**src/rtl/rice_core_bus_arbiter.sv**
```systemverilog
// rice_core_bus_arbiter: round-robin IF/LSU arbiter onto one memory bus with an in-order response ID FIFO
module rice_core_bus_arbiter #(
    parameter int XLEN            = 32,
    parameter int ADDRESS_WIDTH   = 32,
    parameter int MAX_OUTSTANDING = 2
) (
    input  logic                     i_clk,
    input  logic                     i_rst,
    input  logic                     i_inst_request_valid,
    output logic                     o_inst_request_ready,
    input  logic [ADDRESS_WIDTH-1:0] i_inst_address,
    output logic                     o_inst_response_valid,
    output logic [XLEN-1:0]          o_inst_read_data,
    input  logic                     i_data_request_valid,
    output logic                     o_data_request_ready,
    input  logic [ADDRESS_WIDTH-1:0] i_data_address,
    input  logic                     i_data_write,
    input  logic [XLEN-1:0]          i_data_write_data,
    input  logic [XLEN/8-1:0]        i_data_strobe,
    output logic                     o_data_response_valid,
    output logic [XLEN-1:0]          o_data_read_data,
    output logic                     o_mem_request_valid,
    input  logic                     i_mem_request_ready,
    output logic [ADDRESS_WIDTH-1:0] o_mem_address,
    output logic                     o_mem_write,
    output logic [XLEN-1:0]          o_mem_write_data,
    output logic [XLEN/8-1:0]        o_mem_strobe,
    input  logic                     i_mem_response_valid,
    input  logic [XLEN-1:0]          i_mem_read_data
);
    localparam int PTR_W = MAX_OUTSTANDING > 1 ? $clog2(MAX_OUTSTANDING) : 1;
    localparam int CNT_W = $clog2(MAX_OUTSTANDING + 1);

    typedef enum logic [1:0] {IDLE, HOLD_INST, HOLD_DATA} state_e;

    state_e                     state_q;
    logic                       last_grant_q;
    logic [MAX_OUTSTANDING-1:0] ids_q;
    logic [PTR_W-1:0]           wr_ptr_q, rd_ptr_q;
    logic [CNT_W-1:0]           count_q, count_d;
    logic                       grant, granted_valid, full, accept, pop, head_id;

    function automatic logic [PTR_W-1:0] next_ptr(input logic [PTR_W-1:0] p);
        return (p == PTR_W'(MAX_OUTSTANDING - 1)) ? '0 : p + PTR_W'(1);
    endfunction

    // Grant select: a held grant is locked; otherwise sole requester, ties go to the port not served last (1 = DATA)
    always_comb begin
        grant = (state_q == HOLD_INST) ? 1'b0 :
                (state_q == HOLD_DATA) ? 1'b1 :
                (i_inst_request_valid && i_data_request_valid) ? ~last_grant_q : i_data_request_valid;
    end

    assign full          = count_q == CNT_W'(MAX_OUTSTANDING);
    assign granted_valid = grant ? i_data_request_valid : i_inst_request_valid;
    assign accept        = o_mem_request_valid && i_mem_request_ready;
    assign pop           = !i_rst && i_mem_response_valid && count_q != '0;
    assign head_id       = ids_q[rd_ptr_q];
    assign count_d       = count_q + CNT_W'(accept) - CNT_W'(pop);

    assign o_mem_request_valid   = !i_rst && granted_valid && !full;
    assign o_inst_request_ready  = !i_rst && !grant && i_mem_request_ready && !full;
    assign o_data_request_ready  = !i_rst && grant && i_mem_request_ready && !full;
    assign o_mem_address         = i_rst ? '0 : grant ? i_data_address : i_inst_address;
    assign o_mem_write           = !i_rst && grant && i_data_write;
    assign o_mem_write_data      = (i_rst || !grant) ? '0 : i_data_write_data;
    assign o_mem_strobe          = i_rst ? '0 : grant ? i_data_strobe : '1;
    assign o_inst_response_valid = pop && !head_id;
    assign o_data_response_valid = pop && head_id;
    assign o_inst_read_data      = i_rst ? '0 : i_mem_read_data;
    assign o_data_read_data      = i_rst ? '0 : i_mem_read_data;

    // Grant FSM: lock onto an offered-but-stalled request, remember the last port actually served
    always_ff @(posedge i_clk) begin
        if (i_rst) begin
            state_q      <= IDLE;
            last_grant_q <= 1'b0;
        end else begin
            if (accept) last_grant_q <= grant;
            state_q <= accept ? IDLE : o_mem_request_valid ? (grant ? HOLD_DATA : HOLD_INST) : state_q;
        end
    end

    // ID FIFO: record the requester of every accepted transfer, retire one per memory response
    always_ff @(posedge i_clk) begin
        if (i_rst) begin
            wr_ptr_q <= '0;
            rd_ptr_q <= '0;
            count_q  <= '0;
        end else begin
            if (accept) begin
                ids_q[wr_ptr_q] <= grant;
                wr_ptr_q        <= next_ptr(wr_ptr_q);
            end
            if (pop) rd_ptr_q <= next_ptr(rd_ptr_q);
            count_q <= count_d;
        end
    end

    // A response with nothing outstanding has no owner and is dropped
    always_ff @(posedge i_clk) begin
        if (!i_rst && i_mem_response_valid)
            assert (count_q != '0) else $warning("rice_core_bus_arbiter: stray memory response dropped");
    end
endmodule
```
**config.mk**
```make
export PLATFORM = sky130hd
export DESIGN_NAME = rice_core_bus_arbiter
export DESIGN_NICKNAME = d
export VERILOG_FILES = /design/src/rtl/rice_core_bus_arbiter.sv
export SDC_FILE = /design/constraint.sdc
export NUM_CORES = 1
export LEC_CHECK = 0
export CORE_AREA = 5 5 105 107
export DETAILED_ROUTE_END_ITERATION = 8
export DIE_AREA = 0 0 110 112
export RECOVER_POWER = 50
export REMOVE_ABC_BUFFERS = 1
export SLEW_MARGIN = 25
export SYNTH_ARGS = -nofsm -noshare
export SYNTH_HDL_FRONTEND = slang
export SYNTH_SLANG_ARGS = --single-unit
```
**constraint.sdc**
```tcl
create_clock -name i_clk -period 4.4 [get_ports i_clk]
set_clock_uncertainty 0.15 [all_clocks]
set_input_delay 1.32 -clock i_clk [delete_from_list [all_inputs] [get_ports i_clk]]
set_output_delay 1.32 -clock i_clk [all_outputs]
set_load 0.1 [all_outputs]
```
== Word level (Yosys, flattened, before mapping) ==
Cells that the tools add are included.

* Add/sub/neg operators: 4
* Multiply operators: 0
* Div/mod/pow operators: 0
* Magnitude comparators: 3
* Eq/ne operators: 3
* Shifts and indexed selects: 0
* Multiplexer cells: 18
* Bitwise operators: 2
* Reductions and logical operators: 24

{| class="wikitable"
|+ Operator list
! kind !! count
|-
| $mux W32 || 4
|-
| $logic_and A1 B1 Y1 || 16
|-
| $mux W1 || 9
|-
| $mux W4 || 2
|-
| $eq A2 B2 Y1 const B || 2
|-
| $logic_not A1 Y1 || 4
|-
| $lt A1 B2 Y1 const B || 2
|-
| $add A1 B1 Y1 const B || 2
|-
| $add A2 B1 Y2 || 1
|-
| $bwmux W2 || 1
|-
| $eq A2 B1 Y1 const B || 1
|-
| $mux W2 || 1
|-
| $not A1 Y1 || 2
|-
| $reduce_and A2 Y1 || 1
|-
| $reduce_bool A2 Y1 || 1
|-
| $reduce_or A2 Y1 || 1
|-
| $sub A2 B1 Y2 || 1
|-
| $demux W1 S1 || 1
|-
| $ge A1 B1 Y1 const B || 1
|-
| $logic_or A1 B1 Y1 || 1
|}

* Bits in registers: 9
* Bits in latches: 0
* Memory bits (writable): 0
* ROM bits: 0
* Input port bits: 139
* Output and inout bits: 138
* Logic and storage cells: 60
* Memories kept: 0

== Depth between registers and ports, before layout ==
Gate-level depths: netlist of the first run.

* Depth after elaboration: 10
* Depth in mapped cells: 9
* Mapped depth without buffers: 8

== Worst setup path after synthesis of the first run ==
OpenSTA, ideal clock, no wires.

* Path kind: input to output
* Start point: in i_rst
* End point: out o_inst_response_valid
* Data arrival time: 4,651 ps
* Required time: 2,930 ps
* Setup slack: -1,721 ps
* Cell stages on the path: 3
* Path buffers: 2
* Cells stage by stage: clkbuf_1 buf_1 nor4_1

* Cells in the longest elaborated chain, start to end: 4

{| class="wikitable"
|+ Ends and longest elaborated chain
! what !! line !! RTL
|-
| start, declared || 8 || <nowiki>input logic i_rst,</nowiki>
|-
| $logic_not A1 Y1 || n/a ||
|-
| $logic_and A1 B1 Y1 || n/a ||
|-
| $logic_and A1 B1 Y1 || 57 || <nowiki>assign pop = !i_rst && i_mem_response_valid && count_q != '0;</nowiki>
|-
| $logic_and A1 B1 Y1 || 68 || <nowiki>assign o_inst_response_valid = pop && !head_id;</nowiki>
|-
| end, declared || 12 || <nowiki>output logic o_inst_response_valid,</nowiki>
|}

Every way passes these cells.

== Final worst setup path of the first run ==
* Start point: in i_inst_request_valid
* End point: out o_mem_address[7]

* Cells in the longest elaborated chain, start to end: 6

{| class="wikitable"
|+ Ends and longest elaborated chain
! what !! line !! RTL
|-
| start, declared || 9 || <nowiki>input logic i_inst_request_valid,</nowiki>
|-
| $logic_and A1 B1 Y1 || 51 || <nowiki>(i_inst_request_valid && i_data_request_valid) ? ~last_grant_q : i_data_request_valid;</nowiki>
|-
| $mux W1 || 51 ||
|-
| $mux W1 || 50 || <nowiki>(state_q == HOLD_DATA) ? 1'b1 :</nowiki>
|-
| $mux W1 || 49 || <nowiki>grant = (state_q == HOLD_INST) ? 1'b0 :</nowiki>
|-
| $mux W32 (2 in series) || 64 || <nowiki>assign o_mem_address = i_rst ? '0 : grant ? i_data_address : i_inst_address;</nowiki>
|-
| end, declared || 24 || <nowiki>output logic [ADDRESS_WIDTH-1:0] o_mem_address,</nowiki>
|}

Every way passes these cells.

==> results.py, run 1 <==
metrics = {
    "sta": {
        "relSlewSlack_pct": 58.9,
        "tightestPinTransition_ps": 616,
        "setup_viol": 0,
        "hold_viol": 0,
        "hold_slack_ps": 313,
        "finalCriticalPeriod_ps": 4320,
        "period_share_pct": 98.1,
        "fmax_ghz": 0.232,
        "slew_viol_final": 0,
    },
    "detailed_routing": {
        "viasPerCell": 4.18,
        "drt_iter0_drc": 50,
        "drt-pass1-iter-count": 4,
        "vias": 2489,
        "wire_per_inst_um": 18.1,
        "wl_um": 10800,
        "route.detailed.drc": 0,
        "antenna_left": 0,
    },
    "floorplan": {
        "die_h_um": 112,
        "die_w_um": 110,
        "ios": 277,
        "core-area_um2": 10000,
        "start_util_pct": 15.6,
        "row_count": 37,
        "die-area_um2": 12300,
    },
    "synth": {
        "syn_area_um2": 1570,
        "ys_ff_latch": 9,
        "async_flop_share_pct": 0,
        "synth_edf_count": 2,
        "ys_seq_area_share_pct": 12.7,
        "ys.flop_type": "dfxtp_1",
        "syn_inst": 208,
        "syn_area_per_cell_um2": 7.56,
        "ys_types": 35,
        "yosys_warnings": 0,
    },
    "cells_and_area": {
        "final_area_um2": 5390,
        "regArea_um2": 200,
        "fill_cells": 905,
        "drive_gt1_share_pct": 39.2,
        "diodes": 0,
        "fin_nets": 601,
        "multi_input_area_um2": 1090,
        "syn_to_final_growth_pct": 243,
    },
    "critical_path": {
        "start_kind": "input port",
        "cpMaxStageDelayCell": "maj3_4",
        "critPathMaxStageDelay_ps": 380,
        "path_class": "input port to primary output",
        "cp_data_arrival_time_ps": 2850,
        "worstPathMaxFanout": 8,
        "r2r_slack_ps": 2150,
        "critPathCaptureType": "primary output",
        "crit_chain": "buf_2, a21bo_1, maj3_4, nor2_4, buf_6, buf_16, a22o_1, buf_12",
        "worst-endpoint-required_ps": 2930,
    },
    "global_routing": {
        "grt_start_max_net_pins": 35,
        "grt_pass1_vias": 2746,
        "grt_pass1_wl_um": 15700,
        "grt_overflow_total": 0,
        "grt_usage_pct": 16.5,
        "antenna_found_initial": 0,
    },
    "place": {
        "gp_congestion": 0.878,
        "numPortBuffers": 276,
        "dpl.hpwl_um": 9140,
        "placed_cell_area_um2": 5630,
    },
    "clock_network": {
        "cts_tree": "yes",
        "path_clk_slew_ps": 50,
        "hold_buffers": 0,
        "htree_levels": 1,
        "clockBufferDepth": 2,
        "clockRootBuffer": "clkbuf_8",
        "numCtsBuffers": 3,
        "cts.sinks": 9,
        "clk_latency_ps": 240,
    },
    "outcome": {
        "status": "complete, no violations",
    },
    "power_and_ir_drop": {
        "vdd_drop_max_v": 0.000167,
        "leakagePower_nw": 2.37,
        "finalPower_mw": 1.59,
        "power.density_nw_per_um2": 296,
    },
    "hold_path": {
        "worstHoldPathType": "flip-flop to flip-flop",
    },
    "flow_run": {
        "max_cap_violations": 0,
    },
}
-- where the power goes --
part | switching (mW) | internal [mW]
Sequential | 0.00761 | 0.0959
Combinational | 0.881 | 0.512
Clock | 0.0339 | 0.0632
Total | 0.923 | 0.671
-- critical path: cells and delay by family --
family	cells	cell delay, ps
adders and majority gates	1	380
buffers and inverters	4	580
AOI/OAI and AO/OA	2	390
and+or+nand+nor	1	170
-- cell usage after synthesis (3+ instances only) --
cell type | number | area share, %
and3_1 | 33 | 13
nor2b_1 | 35 | 14
a22o_1 | 32 | 18
buf_6 | 3 | 2.1
dfxtp_1 | 7 | 8.9
inv_1 | 6 | 1.4
clkbuf_1 | 6 | 1.4
buf_4 | 35 | 17
nor2_1 | 14 | 3.3
-- cells in the final DEF, fill, tap and decap left out, drive strengths merged --
cell,n
a211oi,1
a21bo,1
a21oi,1
a22o,32
and2,1
and3,33
buf,116
clkbuf,49
clkdlybuf4s50,133
dfxtp,7
dlygate4sd3,2
edfxtp,2
ha,2
inv,7
maj3,1
mux2i,1
nand2,1
nand2b,2
nor2,17
nor2b,35
nor3,2
nor3b,1
nor4,2
nor4bb,1
o21a,1
o21ai,1
o32ai,2
or4,1
or4b,1
xnor2,1
xor2,2
-- flip-flops by register name, indices dropped and copies added, names as in the netlist --
signal / flops
rd_ptr_q: 1
count_q: 2
wr_ptr_q: 1
ids_q: 2
last_grant_q: 1
state_q: 2
-- path summary, 6_finish.rpt --
kind,start,to,cells past startpoint
setup / recovery,i_inst_request_valid,o_mem_address[7],8
hold / removal,last_grant_q,last_grant_q,2
setup reg to reg,count_q[1],count_q[1],8
hold reg to reg,last_grant_q,last_grant_q,2
-- layer usage --
metal	share of wire [%]	up-vias	GRT usage, %
li1	-	1208	-
met1	35	1126	16.7
met2	55	146	32.3
met3	8.8	9	4.87
met4	1.1	0	3.82
met5	0	-	0
-- layout make-up --
| type | count | area share [%] |
|---|---|---|
| tap | 136 | 3.16 |
| clock buffer | 4 | 0.835 |
| timing repair buffer | 296 | 71.5 |
| multi-input combinational | 143 | 20.2 |
| sequential | 9 | 3.71 |
| inverter | 7 | 0.580 |
-- metrics by stage --
| stage | setup TNS (ps) | worst slack, ps | util [%] | instances |
|---|---|---|---|---|
| after floorplan | -79500 | -1520 | - | 158 |
| after global placement | -19420 | -338 | 56.0 | 581 |
| after detailed placement | -20420 | -382 | 56.0 | 581 |
| after CTS | 0 | 9.77 | 58.6 | 595 |
| after global routing | -15.8 | -8.02 | 53.7 | 595 |
| final | 0 | 83.5 | 53.7 | 595 |
-- logic make-up (layout without fill, tap and decap cells) --
family          Yosys count  in the layout  share of synthesized area (%)
flops                     9              9                           12.7
buf+inv                  57            307                           24.0
compound gates           39             39                           21.5
fa+ha+maj                 3              3                           2.47
mux                       1              1                          0.637
simple gates             96             97                           36.9
xor+xnor                  3              3                           1.67
-- timing repair --
item	4_1_cts	5_1_grt
setup endpoints to repair	69	52
resized for setup	21	8
cloned	4	0
setup buffers	6	0
pin swaps	23	5
(Power assumes the default switching activity.)
==> run 2: changes to the inputs <==
--- a/config.mk
+++ b/config.mk
@@ -5,9 +5,10 @@
 export SDC_FILE = /design/constraint.sdc
 export NUM_CORES = 1
 export LEC_CHECK = 0
-export CORE_AREA = 5 5 105 107
+export CORE_AREA = 5 5 104 106
 export DETAILED_ROUTE_END_ITERATION = 8
-export DIE_AREA = 0 0 110 112
+export DIE_AREA = 0 0 109 111
+export PLACE_DENSITY = 0.65
 export RECOVER_POWER = 50
 export REMOVE_ABC_BUFFERS = 1
 export SLEW_MARGIN = 25
==> constraint.sdc (replaced) <==
create_clock -name i_clk -period 4.7 [get_ports i_clk]
set_clock_uncertainty 0.15 [all_clocks]
set_input_delay 1.41 -clock i_clk [delete_from_list [all_inputs] [get_ports i_clk]]
set_output_delay 1.41 -clock i_clk [all_outputs]
set_load 0.1 [all_outputs]
==> run 2 against run 1 <==
  * Utilization is 1.1 points higher
  * Critical path depth is 2 higher
  * Cell area shrank 1.6%
  * Combinational power fell by 7%
  * Non-clock buffer count down 4
  * Register-to-register slack better by 330 ps
  * Via count grew 0.52%
  * Critical path type unchanged
  * Die area fell by 1.8%
  * Critical endpoint is now o_mem_address[18]
  * Setup slack better by 31 ps
==> results.py, run 2 (synthesized netlist as in run 1, its figures left out) <==
metrics = {
    "critical_path": {
        "critPathCaptureType": "primary output",
        "rr_worst_depth": 7,
        "critPathMostFrequentCell": "buf_12",
        "cp_top_family": "buffers and inverters",
        "crit_chain": "clkbuf_2, a21bo_1, maj3_4, buf_6, buf_12, clkinv_8, nor2_4, clkbuf_16, a22o_4, buf_12",
        "reg2reg_from": "count_q[1]",
        "cp_data_arrival_time_ps": 3030,
        "r2r_slack_ps": 2480,
        "start_kind": "input port",
        "cpMaxStageDelayCell": "maj3_4",
        "critPathMaxStageDelay_ps": 360,
        "crit_buf_inv": 6,
        "path_class": "input port to primary output",
        "worst-endpoint-required_ps": 3140,
        "worstPathMaxFanout": 8,
        "reg2reg_to": "count_q[0]",
    },
    "detailed_routing": {
        "viasPerCell": 4.26,
        "wl_um": 11300,
        "drt_iter0_drc": 71,
        "route.detailed.drc": 0,
        "vias": 2502,
        "drt-pass1-iter-count": 4,
        "wire_per_inst_um": 19.2,
        "antenna_left": 0,
    },
    "power_and_ir_drop": {
        "clkPwrFrac_pct": 5.9,
        "combPwrFrac_pct": 87.5,
        "finalPower_mw": 1.47,
        "swShare_pct": 58.4,
        "sequentialPowerShare_pct": 6.6,
        "switchingPower_mw": 0.861,
        "p_int_mw": 0.613,
        "vdd_drop_max_v": 0.000162,
        "power.density_nw_per_um2": 278,
        "leakagePower_nw": 2.71,
    },
    "global_routing": {
        "antenna_found_initial": 0,
        "grt_pass1_wl_um": 16400,
        "grt_start_max_net_pins": 45,
        "grt_usage_pct": 17.4,
        "grt_pass1_vias": 2834,
        "grt_overflow_total": 0,
    },
    "place": {
        "gp_congestion": 0.844,
        "dpl.hpwl_um": 9240,
        "numPortBuffers": 276,
    },
    "hold_path": {
        "holdCritStartpoint": "last_grant_q",
        "whs_path_depth": 2,
        "worstHoldPathType": "flip-flop to flip-flop",
        "min_to": "last_grant_q",
    },
    "flow_run": {
        "max_cap_violations": 0,
    },
    "sta": {
        "hold_viol": 0,
        "tightestPinTransition_ps": 1030,
        "setup-tns-final_ps": 0,
        "slew_viol_final": 0,
        "finalCriticalPeriod_ps": 4590,
        "relSlewSlack_pct": 31.2,
        "fmax_ghz": 0.218,
        "period_share_pct": 97.6,
        "setup_viol": 0,
        "rsz0062_at_grt": "no",
    },
    "clock_network": {
        "clk_latency_ps": 230,
        "clockRootBuffer": "clkbuf_8",
        "cts_tree": "yes",
        "path_clk_slew_ps": 40,
        "numCtsBuffers": 3,
        "cts.sinks": 9,
        "clockBufferDepth": 2,
        "htree_levels": 1,
    },
    "cells_and_area": {
        "fin_nets": 597,
        "syn_to_final_growth_pct": 237,
        "regArea_um2": 200,
        "layout_common_cells": "133 x clkdlybuf4s50_1, 80 x buf_12, 35 x nor2b_1",
        "drive_gt1_share_pct": 33.6,
        "utilization_pct": 54.8,
        "fill_cells": 857,
        "diodes": 0,
        "layout_commonest_cell": "clkdlybuf4s50_1",
        "multi_input_area_um2": 1150,
        "reg_top3": "count_q x2, ids_q x2, state_q x2",
    },
    "floorplan": {
        "die-area_um2": 12100,
        "die_h_um": 111,
        "core-area_um2": 9680,
        "ios": 277,
        "row_count": 36,
        "die_w_um": 109,
        "start_util_pct": 16.2,
    },
    "outcome": {
        "status": "complete, no violations",
    },
}
run 2: worst register-to-register path: stages (launching register included):
cell and delay [ps]:
dfxtp_1 330, nor2b_1 150, nand2b_1 190, or4_1 530, ha_1 330, inv_1 40
ha_1 260, nor2b_1 130
run 2: what timing repair did:
| item | 4_1_cts | 5_1_grt |
|---|---|---|
| gates resized for setup | 14 | 25 |
| setup endpoints to repair | 65 | 63 |
| buffers inserted | 4 | 1 |
| cloned | 4 | 1 |
| pin swaps | 10 | 4 |
| hold buffers | 0 | 0 |
run 2: cell type report:
class / instances / area share [%]
sequential: 9 / 3.78
tap: 133 / 3.14
timing repair buffer: 292 / 69.7
multi-input combinational: 143 / 21.8
clock buffer: 4 / 0.849
inverter: 7 / 0.731
run 2: how the worst max path moves through the flow:
stage                          from             endpoint  slack [ps]  cells past startpoint
2_1_floorplan  i_data_request_valid  o_mem_request_valid       -1400                      2
3_3_place_gp   i_data_request_valid    o_mem_address[23]        -230                      7
3_5_place_dp   i_data_request_valid    o_mem_address[15]        -250                      7
4_1_cts        i_inst_request_valid  o_mem_write_data[1]           9                      9
5_1_grt        i_data_request_valid    o_mem_address[23]          70                     10
6_report       i_data_request_valid    o_mem_address[18]         110                     10
run 2: power groups by stage:
stage	logic [mW]	clock network (mW)	registers, mW
detailed placement	1.31	0	0.0986
global route	1.33	0.0933	0.0987
finish	1.29	0.0867	0.0973
CTS	1.35	0.0905	0.0974
global placement	1.30	0	0.0977
floorplan	0.753	0	0.0965
run 2: through the flow:
step / setup WS, ps / instances / instance area, µm² / hold slack (ps)
2_1_floorplan: -1400 / 158 / 1220 / 285
3_3_place_gp: -232 / 574 / 5610 / 306
3_5_place_dp: -245 / 574 / 5610 / 324
4_1_cts: 8.83 / 586 / 5820 / 330
5_1_grt: 69.2 / 588 / 5300 / 362
6_report: 115 / 588 / 5300 / 316
run 2: layer usage:
| layer | global-route usage, % | routed length (µm) | part of all wire [%] | vias to the layer above |
|---|---|---|---|---|
| li1 | - | - | - | 1196 |
| met1 | 17.6 | 3950 | 35 | 1169 |
| met2 | 34.0 | 6320 | 56 | 131 |
| met3 | 5.77 | 939 | 8.3 | 6 |
| met4 | 2.69 | 103 | 0.91 | 0 |
| met5 | 0 | 0 | 0 | - |
==> run 3: changes to the inputs <==
--- a/config.mk
+++ b/config.mk
@@ -5,6 +5,7 @@
 export SDC_FILE = /design/constraint.sdc
 export NUM_CORES = 1
 export LEC_CHECK = 0
+export CAP_MARGIN = 20
 export CORE_AREA = 5 5 104 106
 export DETAILED_ROUTE_END_ITERATION = 8
 export DIE_AREA = 0 0 109 111
==> results of run 3 <==
Same layout as run 2: the final DEF is identical, and so are final timing and power.
